[src/rtl/debug_inspector_if.sv]
// Shared read bus between the debug inspector and its inspectable sources.
// The inspector drives one address and a one-hot read strobe; every source
// returns its read data on its own slice of mem_read_data.
interface debug_inspector_if #(
  parameter int DATA_WIDTH   = 32,
  parameter int ADDR_WIDTH   = 6,
  parameter int NUM_CHANNELS = 3
);
  logic [ADDR_WIDTH-1:0]              mem_address;
  logic [NUM_CHANNELS-1:0]            mem_read_enable;
  logic [NUM_CHANNELS*DATA_WIDTH-1:0] mem_read_data;

  modport master (
    output mem_address,
    output mem_read_enable,
    input  mem_read_data
  );

  modport slave (
    input  mem_address,
    input  mem_read_enable,
    output mem_read_data
  );
endinterface

[src/rtl/debug_inspector.sv]
// Debug inspector: one shared, FSM-driven read port for all inspectable sources.
// Manual mode re-reads one address continuously; scan mode walks the whole
// address space, dwelling on each address. The last captured value is held on
// registered display outputs for the board display logic.
module debug_inspector #(
  parameter int DATA_WIDTH   = 32,
  parameter int ADDR_WIDTH   = 6,
  parameter int NUM_CHANNELS = 3,
  parameter int READ_LATENCY = 1,
  parameter int SCAN_DWELL   = 50000000,
  localparam int CH_W = (NUM_CHANNELS > 1) ? $clog2(NUM_CHANNELS) : 1
) (
  input  logic                  clock,
  input  logic                  reset,
  input  logic                  mode,
  input  logic [CH_W-1:0]       channel_select,
  input  logic [ADDR_WIDTH-1:0] manual_address,
  input  logic                  freeze,
  debug_inspector_if.master     mem_bus,
  output logic [CH_W-1:0]       display_channel,
  output logic [ADDR_WIDTH-1:0] display_address,
  output logic [DATA_WIDTH-1:0] display_value,
  output logic                  display_valid,
  output logic                  scan_wrap
);

  localparam int WAIT_W  = (READ_LATENCY > 1) ? $clog2(READ_LATENCY) : 1;
  localparam int DWELL_W = (SCAN_DWELL > 1) ? $clog2(SCAN_DWELL) : 1;
  localparam logic [WAIT_W-1:0]  WAIT_LAST  = WAIT_W'(READ_LATENCY - 1);
  localparam logic [DWELL_W-1:0] DWELL_LAST = DWELL_W'(SCAN_DWELL - 1);

  typedef enum logic [1:0] {IDLE, ISSUE, WAIT, DWELL} state_t;

  state_t                  state, next_state;
  logic [WAIT_W-1:0]       wait_count, wait_next;
  logic [DWELL_W-1:0]      dwell_count, dwell_next;
  logic [ADDR_WIDTH-1:0]   target_address, load_address;
  logic [CH_W-1:0]         target_channel;
  logic                    scan_active;
  logic [NUM_CHANNELS-1:0] read_enable_q, strobe_next;
  logic [DATA_WIDTH-1:0]   selected_data;
  logic                    load_target, wrap_next, capture;

  assign mem_bus.mem_address     = target_address;
  assign mem_bus.mem_read_enable = read_enable_q;

  // One-hot strobe for the requested channel; out-of-range selects give no strobe.
  always_comb begin
    strobe_next = '0;
    for (int i = 0; i < NUM_CHANNELS; i++) begin
      if (channel_select == CH_W'(i)) strobe_next[i] = 1'b1;
    end
  end

  // Pick the in-flight channel's slice of the read bus; out-of-range reads as 0.
  always_comb begin
    selected_data = '0;
    for (int i = 0; i < NUM_CHANNELS; i++) begin
      if (target_channel == CH_W'(i)) selected_data = mem_bus.mem_read_data[i*DATA_WIDTH +: DATA_WIDTH];
    end
  end

  // State register.
  always_ff @(posedge clock or negedge reset) begin
    if (!reset) state <= IDLE;
    else        state <= next_state;
  end

  // Next state and control; freeze only blocks new reads, an issued read always completes
  // and a frozen manual loop parks in IDLE until it is released.
  always_comb begin
    next_state   = state;
    wait_next    = wait_count;
    dwell_next   = dwell_count;
    load_target  = 1'b0;
    load_address = manual_address;
    wrap_next    = 1'b0;
    capture      = 1'b0;
    case (state)
      IDLE: begin
        if (!freeze) begin
          next_state  = ISSUE;
          load_target = 1'b1;
        end
      end
      ISSUE: begin
        next_state = WAIT;
        wait_next  = '0;
      end
      WAIT: begin
        if (wait_count == WAIT_LAST) begin
          capture   = 1'b1;
          wait_next = '0;
          if (scan_active) begin
            next_state = DWELL;
            dwell_next = '0;
          end else if (freeze) begin
            next_state = IDLE;
          end else begin
            next_state  = ISSUE;
            load_target = 1'b1;
          end
        end else begin
          wait_next = wait_count + WAIT_W'(1);
        end
      end
      DWELL: begin
        if (!freeze) begin
          if (dwell_count == DWELL_LAST) begin
            next_state  = ISSUE;
            load_target = 1'b1;
            dwell_next  = '0;
            if (mode) begin
              load_address = target_address + ADDR_WIDTH'(1);
              wrap_next    = &target_address;
            end
          end else begin
            dwell_next = dwell_count + DWELL_W'(1);
          end
        end
      end
      default: next_state = IDLE;
    endcase
  end

  // Counters, read target, strobe and display capture; reset drops any read in flight.
  always_ff @(posedge clock or negedge reset) begin
    if (!reset) begin
      wait_count      <= '0;
      dwell_count     <= '0;
      target_address  <= '0;
      target_channel  <= '0;
      scan_active     <= 1'b0;
      read_enable_q   <= '0;
      scan_wrap       <= 1'b0;
      display_channel <= '0;
      display_address <= '0;
      display_value   <= '0;
      display_valid   <= 1'b0;
    end else begin
      wait_count  <= wait_next;
      dwell_count <= dwell_next;
      scan_wrap   <= wrap_next;
      if (load_target) begin
        target_address <= load_address;
        target_channel <= channel_select;
        scan_active    <= mode;
        read_enable_q  <= strobe_next;
      end else begin
        read_enable_q <= '0;
      end
      if (capture) begin
        display_channel <= target_channel;
        display_address <= target_address;
        display_value   <= selected_data;
        display_valid   <= 1'b1;
      end
    end
  end

endmodule
[src/flat_wrapper.sv]
// flat-port wrapper written by rule: the top's interface ports become plain ports
module debug_inspector_flat 
#(
  parameter int DATA_WIDTH   = 32,
  parameter int ADDR_WIDTH   = 6,
  parameter int NUM_CHANNELS = 3,
  parameter int READ_LATENCY = 1,
  parameter int SCAN_DWELL   = 50000000,
  localparam int CH_W = (NUM_CHANNELS > 1) ? $clog2(NUM_CHANNELS) : 1
)
  (clock, reset, mode, channel_select, manual_address, freeze, display_channel, display_address, display_value, display_valid, scan_wrap, mem_bus_mem_address, mem_bus_mem_read_enable, mem_bus_mem_read_data);
  debug_inspector_if #(.DATA_WIDTH(DATA_WIDTH), .ADDR_WIDTH(ADDR_WIDTH), .NUM_CHANNELS(NUM_CHANNELS)) mem_bus_i ();
  input  logic clock;
  input  logic reset;
  input  logic mode;
  input  logic [CH_W-1:0] channel_select;
  input  logic [ADDR_WIDTH-1:0] manual_address;
  input  logic freeze;
  output logic [CH_W-1:0] display_channel;
  output logic [ADDR_WIDTH-1:0] display_address;
  output logic [DATA_WIDTH-1:0] display_value;
  output logic display_valid;
  output logic scan_wrap;
  output wire logic [$bits(mem_bus_i.mem_address)-1:0] mem_bus_mem_address;
  output wire logic [$bits(mem_bus_i.mem_read_enable)-1:0] mem_bus_mem_read_enable;
  input wire logic [$bits(mem_bus_i.mem_read_data)-1:0] mem_bus_mem_read_data;
  assign mem_bus_mem_address = mem_bus_i.mem_address;
  assign mem_bus_mem_read_enable = mem_bus_i.mem_read_enable;
  assign mem_bus_i.mem_read_data = mem_bus_mem_read_data;
  debug_inspector #(.DATA_WIDTH(DATA_WIDTH), .ADDR_WIDTH(ADDR_WIDTH), .NUM_CHANNELS(NUM_CHANNELS), .READ_LATENCY(READ_LATENCY), .SCAN_DWELL(SCAN_DWELL)) u_core (.clock(clock), .reset(reset), .mode(mode), .channel_select(channel_select), .manual_address(manual_address), .freeze(freeze), .mem_bus(mem_bus_i), .display_channel(display_channel), .display_address(display_address), .display_value(display_value), .display_valid(display_valid), .scan_wrap(scan_wrap));
endmodule
[config.mk]
export PLATFORM = sky130hd
export DESIGN_NAME = debug_inspector_flat
export DESIGN_NICKNAME = d
export VERILOG_FILES = /design/src/rtl/debug_inspector_if.sv /design/src/rtl/debug_inspector.sv /design/src/flat_wrapper.sv
export SDC_FILE = /design/constraint.sdc
export NUM_CORES = 1
export LEC_CHECK = 0
export CAP_MARGIN = 20
export CORE_ASPECT_RATIO = 1.1
export CORE_MARGIN = 2
export CORE_UTILIZATION = 49
export DETAILED_ROUTE_END_ITERATION = 6
export GPL_ROUTABILITY_DRIVEN = 0
export PLACE_DENSITY = 0.86
export REMOVE_ABC_BUFFERS = 1
export SKIP_LAST_GASP = 1
export SLEW_MARGIN = 20
export SYNTH_ARGS = -nofsm -noshare
export SYNTH_HDL_FRONTEND = slang
export SYNTH_SLANG_ARGS = --single-unit
[constraint.sdc]
create_clock -name clock -period 5.3 [get_ports clock]
set_clock_uncertainty 0.15 [all_clocks]
set_input_delay 0.53 -clock clock [delete_from_list [all_inputs] [get_ports clock]]
set_output_delay 0.53 -clock clock [all_outputs]
set_load 0.02 [all_outputs]
==> results of run 1 <==
final cells by class:
type                            count  share of cell area (%)
Clock buffer                       11                    2.12
Tap cell                          114                    2.30
Antenna cell                        1                  0.0403
Multi-Input combinational cell    351                    35.3
Inverter                            7                   0.423
Sequential cell                    82                    33.1
Clock inverter                      5                   0.907
Timing Repair Buffer              161                    25.8
cells by family (layout without fill, tap and decap cells):
kind of cell	Yosys count	count (layout)
other	0	1
AOI/OAI and AO/OA	103	103
muxes	50	50
adders and majority gates	7	7
xor gates and xnor gates	15	15
DFF	82	82
buffers and inverters	34	184
and+or+nand+nor	176	176
metrics by stage:
step | std cells | util [%]
after floorplan | 440 | -
after global placement | 715 | 68.8
after detailed placement | 715 | 68.9
after CTS | 731 | 71.0
after global routing | 731 | 71.0
final | 732 | 71.1
sequential cells by signal (all words and copies together) (netlist names):
name and cells:
u_core.display_channel 2, u_core.mem_bus.mem_read_enable 3, u_core.mem_bus.mem_address 6, u_core.display_address 6, u_core.target_channel 2, u_core.display_valid 1, u_core.state 2, u_core.dwell_count 26
u_core.scan_wrap 1, u_core.display_value 32, u_core.scan_active 1
worst max-delay path, delay by kind of cell (launching register included):
family / cells / cell delay, ns
and+or+nand+nor: 2 / 0.93
DFF: 1 / 0.42
adders and majority gates: 1 / 0.19
muxes: 1 / 0.38
buffers and inverters: 2 / 0.70
AOI/OAI and AO/OA: 1 / 0.23
cells in the mapped netlist (all sizes together), types with 2 or more instances:
| cell | number | share of area [%] |
|---|---|---|
| nor2 | 83 | 7.1 |
| dfrtp | 82 | 47 |
| a21oi | 72 | 8.3 |
| mux2i | 39 | 8.9 |
| nand2 | 28 | 2.4 |
| clkbuf | 24 | 2.1 |
| o21ai | 14 | 1.6 |
| nand4 | 12 | 1.7 |
| mux2 | 11 | 2.8 |
| nand3 | 9 | 1.0 |
| xor2 | 9 | 1.8 |
| ha | 7 | 2.0 |
| inv | 7 | 0.60 |
| xnor2 | 6 | 1.2 |
| and3 | 5 | 0.77 |
| or4 | 5 | 0.95 |
| a211oi | 4 | 0.69 |
| and4 | 4 | 0.83 |
| nand2b | 4 | 0.57 |
| nor3 | 4 | 0.46 |
| nor4 | 4 | 0.92 |
| or3 | 4 | 0.57 |
| a2bb2oi | 3 | 0.60 |
| and2 | 3 | 0.43 |
| buf | 3 | 0.26 |
| nor2b | 3 | 0.43 |
| o31ai | 3 | 0.52 |
| or2 | 3 | 0.43 |
| a21o | 2 | 0.34 |
| nor3b | 2 | 0.34 |
| or4b | 2 | 0.54 |
power by group:
group          internal, mW  leakage, nW  switching [mW]
clock                 0.217       0.0933           0.215
sequential            0.647        0.941          0.0364
combinational         0.121         1.57          0.0839
per-layer routing:
metal,routed length (microns),track usage [%],up-vias
met4,462,12.9,0
met5,0,0,-
li1,-,-,1931
met1,4810,29.0,1931
met3,1120,8.33,39
met2,6080,44.4,168
worst max path at each step:
stage                          endpoint             from
2_1_floorplan    u_core.dwell_count[25]  u_core.state[0]
3_3_place_gp     u_core.dwell_count[25]           freeze
3_5_place_dp   u_core.target_channel[0]  u_core.state[0]
4_1_cts              u_core.scan_active  u_core.state[0]
5_1_grt        u_core.target_channel[1]  u_core.state[0]
6_report             u_core.scan_active  u_core.state[0]
==> impl_metrics.py, run 1 <==
metrics = {
    "flow_run": {
        "cap_viol_max_count": 0,
    },
    "global_route": {
        "grt_pass1_vias": 3987,
        "antenna_found_initial": 1,
        "grt_first_pass_wirelength_microns": 19400,
        "grt_usage_pct": 25.8,
        "grt_max_degree": 83,
        "gr-total-overflow": 0,
    },
    "cts": {
        "cts_tree": "done",
        "root_buffer": "clkbuf_8",
        "clock_latency_ns": 0.35,
        "clkSinkCount": 82,
        "clkTransAtPathRegs_ns": 0.07,
        "cts_max_level": 3,
        "holdBufCountCts": 0,
        "post_cts_buffers": 0,
        "cts_made_buffers": 9,
        "cts_buffer_depth": 2,
        "post_cts_resize_count": 0,
    },
    "drt": {
        "remaining_drc_errors": 0,
        "drt-initial-drc-count": 179,
        "via_per_inst": 5.56,
        "wl_per_cell_microns": 17.0,
        "firstDrtPassIters": 4,
        "drtAntennaViolNets": 0,
        "wl_microns": 12500,
        "dr_total_vias": 4069,
    },
    "timing": {
        "finalCritPeriodShare_pct": 58.8,
        "rsz0062_at_grt": "no",
        "tightestPinTransition_ns": 1.01,
        "layout_setup_ws_ns": 2.18,
        "fin_setup_tns_ns": 0,
        "post-route-min-period_ns": 3.12,
        "hold_viol_final": 0,
        "setup-violations-final": 0,
        "whs_ns": 0.0627,
        "max_freq_mhz": 321,
        "max-slew-margin-rel_pct": 32.6,
        "drv_slew": 0,
    },
    "logic_synthesis": {
        "synthArstFlopShare_pct": 100,
        "synth_area_sq_um": 4370,
        "ys_seq_area_share_pct": 47.0,
        "synth_fa_ha_area_share_pct": 2.01,
        "synth-edff-count": 0,
        "synth_flop_cell": "dfrtp_1",
        "ys_ff_latch": 82,
        "syn_area_per_cell_sq_um": 9.35,
        "synth-compound-area-share_pct": 13.5,
        "synth_top_family_by_area": "simple AND/OR/NAND/NOR gates",
        "synth_mux_area_share_pct": 11.8,
        "synth_xor_area_share_pct": 3.01,
        "synthesis.instances": 467,
        "yosysWarnings": 0,
        "ys_types": 42,
        "synth_simple_gate_area_share_pct": 19.7,
    },
    "worst_setup_path": {
        "rr_endpoint": "u_core.scan_active",
        "cp_slowest_cell": "buf_4",
        "r2r-start": "u_core.state[0]",
        "max_stage_delay_ns": 0.58,
        "path_cells": "inv_1, ha_2, buf_4, nor2b_1, a311oi_1, nor2_1, mux2_2",
        "arrival_ns": 3.20,
        "r2r_slack_ns": 2.18,
        "critPathCaptureType": "flop",
        "critPathMaxFanout": 76,
        "crit_required_ns": 5.38,
        "r2r_cells": 7,
        "crit_type": "reg -> reg",
        "critPathLaunchType": "flop",
    },
    "place": {
        "place_ws_ns": 2.18,
        "dp.final_hpwl_microns": 9390,
        "port_buffers": 158,
        "dpl_cell_area_sq_um": 6020,
    },
    "finish": {
        "final_common_cell": "clkdlybuf4s50_1",
        "final_cell_mix": "157 x clkdlybuf4s50_1, 82 x nor2_1, 81 x dfrtp_1",
        "fillerInstances": 666,
        "multi_input_area_sq_um": 2190,
        "final-seq-area_sq_um": 2050,
        "drive_gt1_share_pct": 7.13,
        "nNetsFinal": 727,
        "area_delta_synth_final_pct": 42.3,
        "final_area_sq_um": 6210,
    },
    "power": {
        "ir_drop_uv": 215,
        "leakagePower_nw": 2.60,
        "powerDensity_nw_per_um2": 213,
        "total_power_mw": 1.32,
    },
    "floorplanning": {
        "die_w_microns": 94.0,
        "fp.dieH_microns": 103,
        "start_util_pct": 50.0,
        "core-area_sq_um": 8740,
        "die_area_sq_um": 9680,
        "io-pin-count": 159,
        "rows": 36,
    },
    "worst_hold_path": {
        "hold_class": "in -> async",
    },
    "status": {
        "status": "finished clean",
    },
}
Power figures use the tool's default switching activity.
==> run 2, diff against run 1 <==
--- a/config.mk
+++ b/config.mk
@@ -8,10 +8,10 @@
 export CAP_MARGIN = 20
 export CORE_ASPECT_RATIO = 1.1
 export CORE_MARGIN = 2
-export CORE_UTILIZATION = 49
+export CORE_UTILIZATION = 45
 export DETAILED_ROUTE_END_ITERATION = 6
 export GPL_ROUTABILITY_DRIVEN = 0
-export PLACE_DENSITY = 0.86
+export PLACE_DENSITY = 0.8
 export REMOVE_ABC_BUFFERS = 1
 export SKIP_LAST_GASP = 1
 export SLEW_MARGIN = 20
==> constraint.sdc (replaced) <==
create_clock -name clock -period 3 [get_ports clock]
set_clock_uncertainty 0.15 [all_clocks]
set_input_delay 0.3 -clock clock [delete_from_list [all_inputs] [get_ports clock]]
set_output_delay 0.3 -clock clock [all_outputs]
set_load 0.02 [all_outputs]
==> run 2 against run 1 <==
  * Non-clock buffer count is 10 higher
  * Routed wire length is 2.0% higher
  * Cell count is 1.6% higher
  * Maximum frequency is 13% higher
  * Count of clock-buffer cells in the layout is 2 lower
  * Global-route usage is 1.8 points lower
  * Sequential share of layout area is 0.52 points lower
  * Die area is 8.5% higher
  * Largest power group unchanged
  * Core utilization is 3.9 points lower
==> impl_metrics.py, run 2 (synthesis gave the netlist of run 1 again) <==
metrics = {
    "finish": {
        "instances_no_fill": 744,
        "final_area_sq_um": 6310,
        "final_cell_mix": "157 x clkdlybuf4s50_1, 83 x nor2_1, 81 x dfrtp_1",
        "nNetsFinal": 737,
        "area_delta_synth_final_pct": 44.6,
        "reg_top3": "u_core.display_value (32), u_core.dwell_count (26)",
        "fillerInstances": 748,
        "drive_gt1_share_pct": 8.61,
        "regMostFlops": "u_core.display_value",
        "n_antenna_cell": 0,
        "final_common_cell": "clkdlybuf4s50_1",
        "largest_register_ffs": 32,
    },
    "floorplanning": {
        "die_area_sq_um": 10500,
        "io-pin-count": 159,
        "core-area_sq_um": 9400,
        "rows": 37,
        "fp.dieH_microns": 107,
        "die_w_microns": 97.9,
        "start_util_pct": 46.5,
    },
    "worst_setup_path": {
        "critPathLaunchType": "flop",
        "critPathMaxFanout": 5,
        "crit_type": "reg -> reg",
        "arrival_ns": 2.84,
        "crit_required_ns": 3.07,
        "critPathCaptureType": "flop",
    },
    "power": {
        "net-switching-power_mw": 0.621,
        "leakagePower_nw": 2.67,
        "swShare_pct": 25.4,
        "comb_power_share_pct": 15.0,
        "p_clk_share_pct": 35.7,
        "power_frac_seq_pct": 49.4,
        "intPower_mw": 1.83,
        "ir_drop_uv": 278,
        "powerDensity_nw_per_um2": 388,
    },
    "timing": {
        "rsz0062_at_grt": "no",
        "tightestPinTransition_ns": 0.972,
        "setup-violations-final": 0,
        "layout_setup_ws_ns": 0.232,
        "finalCritPeriodShare_pct": 92.3,
        "drv_slew": 0,
        "post-route-min-period_ns": 2.77,
        "whs_ns": 0.324,
        "max-slew-margin-rel_pct": 35.2,
        "hold_viol_final": 0,
        "max_freq_mhz": 361,
    },
    "place": {
        "port_buffers": 158,
        "dpl.cell_count": 727,
        "dpl_cell_area_sq_um": 6090,
        "place_ws_ns": 0.238,
        "dp.final_hpwl_microns": 9510,
    },
    "global_route": {
        "antenna_found_initial": 1,
        "grt_pass1_vias": 3903,
        "gr-total-overflow": 0,
        "grt_max_degree": 79,
        "grt_usage_pct": 24.0,
        "grt_first_pass_wirelength_microns": 20100,
    },
    "cts": {
        "clock_latency_ns": 0.35,
        "cts_made_buffers": 9,
        "root_buffer": "clkbuf_8",
        "cts_buffer_depth": 2,
        "clkSinkCount": 82,
        "clkTransAtPathRegs_ns": 0.08,
        "cts_max_level": 3,
        "cts_tree": "done",
        "post_cts_buffers": 0,
    },
    "worst_hold_path": {
        "hold_class": "reg -> reg",
    },
    "drt": {
        "via_per_inst": 5.43,
        "firstDrtPassIters": 5,
        "dr_total_vias": 4037,
        "drt-initial-drc-count": 319,
        "remaining_drc_errors": 0,
        "drtAntennaViolNets": 0,
        "wl_per_cell_microns": 17.1,
        "wl_microns": 12700,
    },
    "flow_run": {
        "cap_viol_max_count": 0,
    },
    "status": {
        "status": "finished clean",
    },
}
run 2: path summary, 6_finish.rpt:
kind | to | cells past startpoint | from | slack (ns)
setup / recovery | u_core.mem_bus.mem_address[2] | 5 | u_core.dwell_count[11] | 0.23
hold / removal | u_core.display_valid | 1 | u_core.display_valid | 0.32
setup reg to reg | u_core.mem_bus.mem_address[2] | 5 | u_core.dwell_count[11] | 0.23
hold reg to reg | u_core.display_valid | 1 | u_core.display_valid | 0.32
max in group asynchronous | u_core.target_channel[0] | 2 | reset | 1.53
min in group asynchronous | u_core.dwell_count[6] | 2 | reset | 0.48
run 2: layout make-up:
type                    count  area, sq um  area share (%)
repair buffers            171         1680            26.6
flip-flops and latches     82         2050            32.5
inverters                   7         26.3           0.416
well taps                 117          146            2.32
clock buffers               9          124            1.96
clock inverters             7         91.3            1.45
multi-input cells         351         2190            34.7
run 2: power by group through the flow:
stage          Combinational, mW  Sequential, mW  Clock (mW)
2_1_floorplan              0.140            1.22           0
3_3_place_gp               0.356            1.22           0
3_5_place_dp               0.365            1.23           0
4_1_cts                    0.369            1.20       0.894
5_1_grt                    0.400            1.21       0.931
6_report                   0.367            1.21       0.873
run 2: metal layers:
layer,GRT usage (%),share of wire [%],vias to the layer above
met2,42.1,51,155
met1,30.2,41,1906
met4,7.14,1.3,2
met5,0,0.086,-
met3,4.48,6.1,17
li1,-,-,1957
run 2: repair_timing:
item,in CTS,in global routing
gates resized for setup,0,0
endpoints found under the hold margin,71,0
hold buffers,1,0
setup endpoints to repair,0,0
run 2: critical path: stages, from the launching register on:
cell and delay [ns]:
dfrtp_1 0.42, or4b_4 0.57, or4_4 0.56, or4_1 0.65, mux2i_1 0.20, a2bb2oi_1 0.08
run 2: per-stage QoR:
step / total power [mW] / utilization, % / setup TNS [ns]
CTS: 2.47 / 67.2 / 0
global placement: 1.58 / 64.8 / 0
floorplan: 1.36 / - / -19.16
finish: 2.45 / 67.2 / 0
detailed placement: 1.59 / 64.8 / 0
global route: 2.54 / 67.2 / 0
